[config.mk]
export PLATFORM = sky130hd
export DESIGN_NAME = alu_result_stage
export DESIGN_NICKNAME = d
export VERILOG_FILES = /design/src/rtl/alu_result_stage.sv
export SDC_FILE = /design/constraint.sdc
export NUM_CORES = 1
export LEC_CHECK = 0
export ABC_AREA = 1
export CORE_MARGIN = 2
export CORE_UTILIZATION = 35
export CTS_BUF_LIST = sky130_fd_sc_hd__clkbuf_4 sky130_fd_sc_hd__clkbuf_8
export CTS_CLUSTER_SIZE = 24
export DETAILED_ROUTE_END_ITERATION = 12
export GPL_TIMING_DRIVEN = 1
export SYNTH_ARGS = -nofsm -noshare
export SYNTH_HDL_FRONTEND = slang
export SYNTH_SLANG_ARGS = --single-unit
[constraint.sdc]
create_clock -name clk -period 2.57 [get_ports clk]
set_input_delay 0.514 -clock clk [delete_from_list [all_inputs] [get_ports clk]]
set_output_delay 0.514 -clock clk [all_outputs]
set_load 0.03 [all_outputs]
[src/rtl/alu_result_stage.sv]
// Registered result stage behind the ALU: a 2-entry skid buffer carrying result,
// opcode and derived flags, plus sticky/saturating overflow status.
module alu_result_stage #(
    parameter int unsigned WIDTH     = 32,
    parameter int unsigned CNT_WIDTH = 8
) (
    input  logic                 clk,
    input  logic                 reset,
    input  logic                 in_valid,
    output logic                 in_ready,
    input  logic [WIDTH-1:0]     in_result,
    input  logic                 in_overflow,
    input  logic [2:0]           in_operation,
    output logic                 out_valid,
    input  logic                 out_ready,
    output logic [WIDTH-1:0]     out_result,
    output logic [2:0]           out_operation,
    output logic                 out_zero,
    output logic                 out_negative,
    output logic                 out_overflow,
    output logic                 sticky_overflow,
    input  logic                 clear_sticky,
    output logic [CNT_WIDTH-1:0] overflow_count
);

    localparam int unsigned DEPTH = 2;
    localparam int unsigned OCC_W = 2;
    localparam logic [CNT_WIDTH-1:0] CNT_MAX = {CNT_WIDTH{1'b1}};

    typedef struct packed {
        logic [WIDTH-1:0] result;
        logic [2:0]       operation;
        logic             zero;
        logic             negative;
        logic             overflow;
    } entry_t;

    entry_t             mem [DEPTH];
    logic [OCC_W-1:0]   count;
    logic               wr_ptr;
    logic               rd_ptr;
    logic               push;
    logic               pop;
    logic               pop_ovf;
    logic               not_empty;
    entry_t             head;
    entry_t             shown;
    entry_t             wr_entry;

    assign not_empty = (count != OCC_W'(0));
    assign in_ready  = (count != OCC_W'(DEPTH));
    assign out_valid = not_empty;
    assign push      = in_valid & in_ready;
    assign pop       = out_valid & out_ready;
    assign head      = mem[rd_ptr];
    assign pop_ovf   = pop & head.overflow;

    // When empty, present the last entry read (one slot behind the read pointer).
    assign shown         = not_empty ? head : mem[~rd_ptr];
    assign out_result    = shown.result;
    assign out_operation = shown.operation;
    assign out_zero      = not_empty & head.zero;
    assign out_negative  = not_empty & head.negative;
    assign out_overflow  = not_empty & head.overflow;

    always_comb begin
        wr_entry           = '0;
        wr_entry.result    = in_result;
        wr_entry.operation = in_operation;
        wr_entry.zero      = (in_result == '0);
        wr_entry.negative  = in_result[WIDTH-1];
        wr_entry.overflow  = in_overflow;
    end

    always_ff @(posedge clk or posedge reset) begin
        if (reset) begin
            for (int i = 0; i < int'(DEPTH); i++) mem[i] <= '0;
            count           <= '0;
            wr_ptr          <= 1'b0;
            rd_ptr          <= 1'b0;
            sticky_overflow <= 1'b0;
            overflow_count  <= '0;
        end else begin
            if (push) begin
                mem[wr_ptr] <= wr_entry;
                wr_ptr      <= ~wr_ptr;
            end
            if (pop) rd_ptr <= ~rd_ptr;
            case ({push, pop})
                2'b10:   count <= count + OCC_W'(1);
                2'b01:   count <= count - OCC_W'(1);
                default: count <= count;
            endcase
            // Set beats clear when both happen in the same cycle.
            if (pop_ovf)           sticky_overflow <= 1'b1;
            else if (clear_sticky) sticky_overflow <= 1'b0;
            if (pop_ovf && overflow_count != CNT_MAX)
                overflow_count <= overflow_count + CNT_WIDTH'(1);
        end
    end

endmodule

==> metrics <==
status finished clean; area of the multi-input gates 1660 µm²; total core area 12,000 µm²; routed vias/inst 4.63; initial DRC count 196; Routed WL 9.96 mm; Max transition margin 66.1%; worst path required time 2.06 ns; Synth warnings 0; commonest cells after routing, fill and taps aside nand2_1, dfrtp_1, clkdlybuf4s50_1, o21ai_0, inv_1; largest delay contributor family on the critical path buffers and inverters; CTS clock-pin slew for the worst setup and hold paths 0.08 ns; most common cell after layout, fill and taps aside nand2_1; Synth Area in XOR/XNOR 2.08%; power density cells 1550 nW/µm²; # fillers 1,198; Synth Cell Area 4260 µm²; vias in the first global route 3,320; post-route minimum period 2.47 ns; pin count of the biggest net entering global routing 88; worst min path class reg -> reg; root buffer cell clkbuf_8; Adder-Cell Fraction of Synth Area 0.587%; TritonCTS clock tree done; Synth Register Bits 87; post-synthesis mux area share 0%; CP max FO 8; post-CTS setup buffers 0; Worst VDD drop 0.658 mV; fin cells 754; Avg Inst Size Synth 8.21 µm²; via count 3,494; # hold bufs at CTS 0; leakage power figure 2.64 nW; Cells after DPL 738; Worst Path Buf+Inv 1; die area 13,100 µm²; routed length per instance 13.2 µm; initial antenna violation count 0; Max Cap Viol 0; leading area contributor after synthesis dfrtp_1; CP cell instances o21ai_0 -> and2_1 -> clkdlybuf4s50_1; clock skew 0.0104 ns; crit end category primary output; Final setup viols 0; insertion delay to the later sink of the worst-skew pair 0.36 ns; gp weighted congestion 0.749; clk buf depth 2; DRC 0; WS Path Type reg -> out; Tot GR Track Use 15.5%; Layout area overhead 26.9%; FF/Latch Area 2180 µm²; TNS Setup 0 ns; post-route cell area 5410 µm²; Slowest-stage cell, CP clkdlybuf4s50_1; first-pass GRT wire length 15.8 mm; Die Span Y 114 µm; Primary FF master, synth dfrtp_1; ranking of synthesized cells by area dfrtp_1, nand2_1, o21ai_0; Post-DP Area 5150 µm²; sequential fraction of the synthesis area 51.1%; Async S/R FF share, synth 100%; Detail Placement HPWL 6.49 mm; Worst Path Arrival 1.96 ns; Initial Util 35.6%; post-synthesis compound-gate area fraction 11.7%; EDFF count, synth 0; largest family of logic cells by synthesized area simple AND/OR/NAND/NOR gates; Port Buf Inserts 89; CTS Sinks 87; syn_nets 562; layout cells sized above 1 14.8%; Placement Rows 40; CP max stage delay 0.66 ns; final hold violations 0; antenna viol nets, final 0; cts bufs inserted 9; crit start category flop; Synth Area in Simple Gates 24.5%; Nets 646; Max Fclk 404 MHz; total gr overflow 0; final period utilization 96.2%; H-tree Lvls 3; I/O pin count 90; n_diodes 0; share of Yosys cell area claimed by the top area cell type 51.1%; Resized Gates After CTS 0; Mapped Cells 519; distinct cell type count after synthesis 28; Max Transition Viols Final 0; Slew @ Worst Pin 0.509 ns; chip width 114 µm; DRT Pass-1 Iters 4
## synthesized netlist by cell type, types with 2 or more instances
library cell    n
a21oi_1         4
buf_2           3
buf_6           9
buf_8           4
clkbuf_1        3
clkbuf_2        3
dfrtp_1        87
ha_1            2
inv_1          51
inv_2           2
nand2_1       221
nand2_4         2
nand3_1         3
nor2_1         27
nor2_4          3
o21ai_0        51
o21ai_1         8
o21ai_2        21
xnor2_1         2
xor2_1          5
## through the flow
step | hold WS (ns) | setup WS [ns] | total power (W) | utilization (%)
2_1_floorplan | 0.444 | 0.412 | 0.00570 | -
3_3_place_gp | 0.461 | 0.496 | 0.00713 | 43.1
3_5_place_dp | 0.466 | 0.466 | 0.00722 | 43.1
4_1_cts | 0.489 | 0.0626 | 0.00836 | 45.0
5_1_grt | 0.513 | -0.00154 | 0.00899 | 45.2
6_report | 0.484 | 0.0977 | 0.00839 | 45.2
## kinds of logic (layout without fill, tap and decap cells)
group / Yosys count / count (layout)
and+or+nand+nor: 261 / 261
buffers and inverters: 77 / 165
adders and majority gates: 2 / 2
xor gates and xnor gates: 8 / 8
AOI/OAI and AO/OA: 84 / 84
DFF: 87 / 87
## power by group
part / total, W / internal [W] / leakage [nW] / switching (W)
sequential: 0.00232 / 0.00198 / 1.09 / 0.000339
combinational: 0.00497 / 0.00182 / 1.44 / 0.00315
clock: 0.00109 / 0.000621 / 0.118 / 0.000474
## sequential cells by signal, indices dropped and copies added, names as in the netlist
register,flops
mem,74
wr_ptr,1
count,2
overflow_count,8
rd_ptr,1
sticky_overflow,1
## metal layers
layer / global-route usage (%) / part of all wire (%) / vias up
li1: - / - / 1757
met1: 20.7 / 46 / 1644
met2: 24.9 / 48 / 83
met3: 2.70 / 4.3 / 10
met4: 6.67 / 1.6 / 0
met5: 0 / 0 / -
## path summary, 6_finish.rpt
kind	start	to	slack [ns]	depth (start not counted)
max reg2reg	rd_ptr	overflow_count[2]	0.99	6
min	mem[11]	mem[11]	0.48	2
min in group asynchronous	reset	overflow_count[3]	0.60	3
max	rd_ptr	out_overflow	0.1	3
max in group asynchronous	reset	count[0]	1.54	3
min reg2reg	mem[11]	mem[11]	0.48	2
## final cells by class
cell class,instances,area share [%]
Multi-Input combinational cell,355,30.6
Sequential cell,87,40.2
Clock inverter,3,1.20
Tap cell,147,3.40
Inverter,53,3.75
Clock buffer,12,3.05
Timing Repair Buffer,97,17.7
## worst register-to-register path: cells and delay by family, from the launching register on
family / cells / cell delay (ns)
AO/OA/AOI/OAI: 1 / 0.28
buffers and inverters: 1 / 0.14
AND/OR/NAND/NOR: 4 / 0.56
flip-flops: 1 / 0.51
Note: power is estimated with default switching activity, not from simulation.
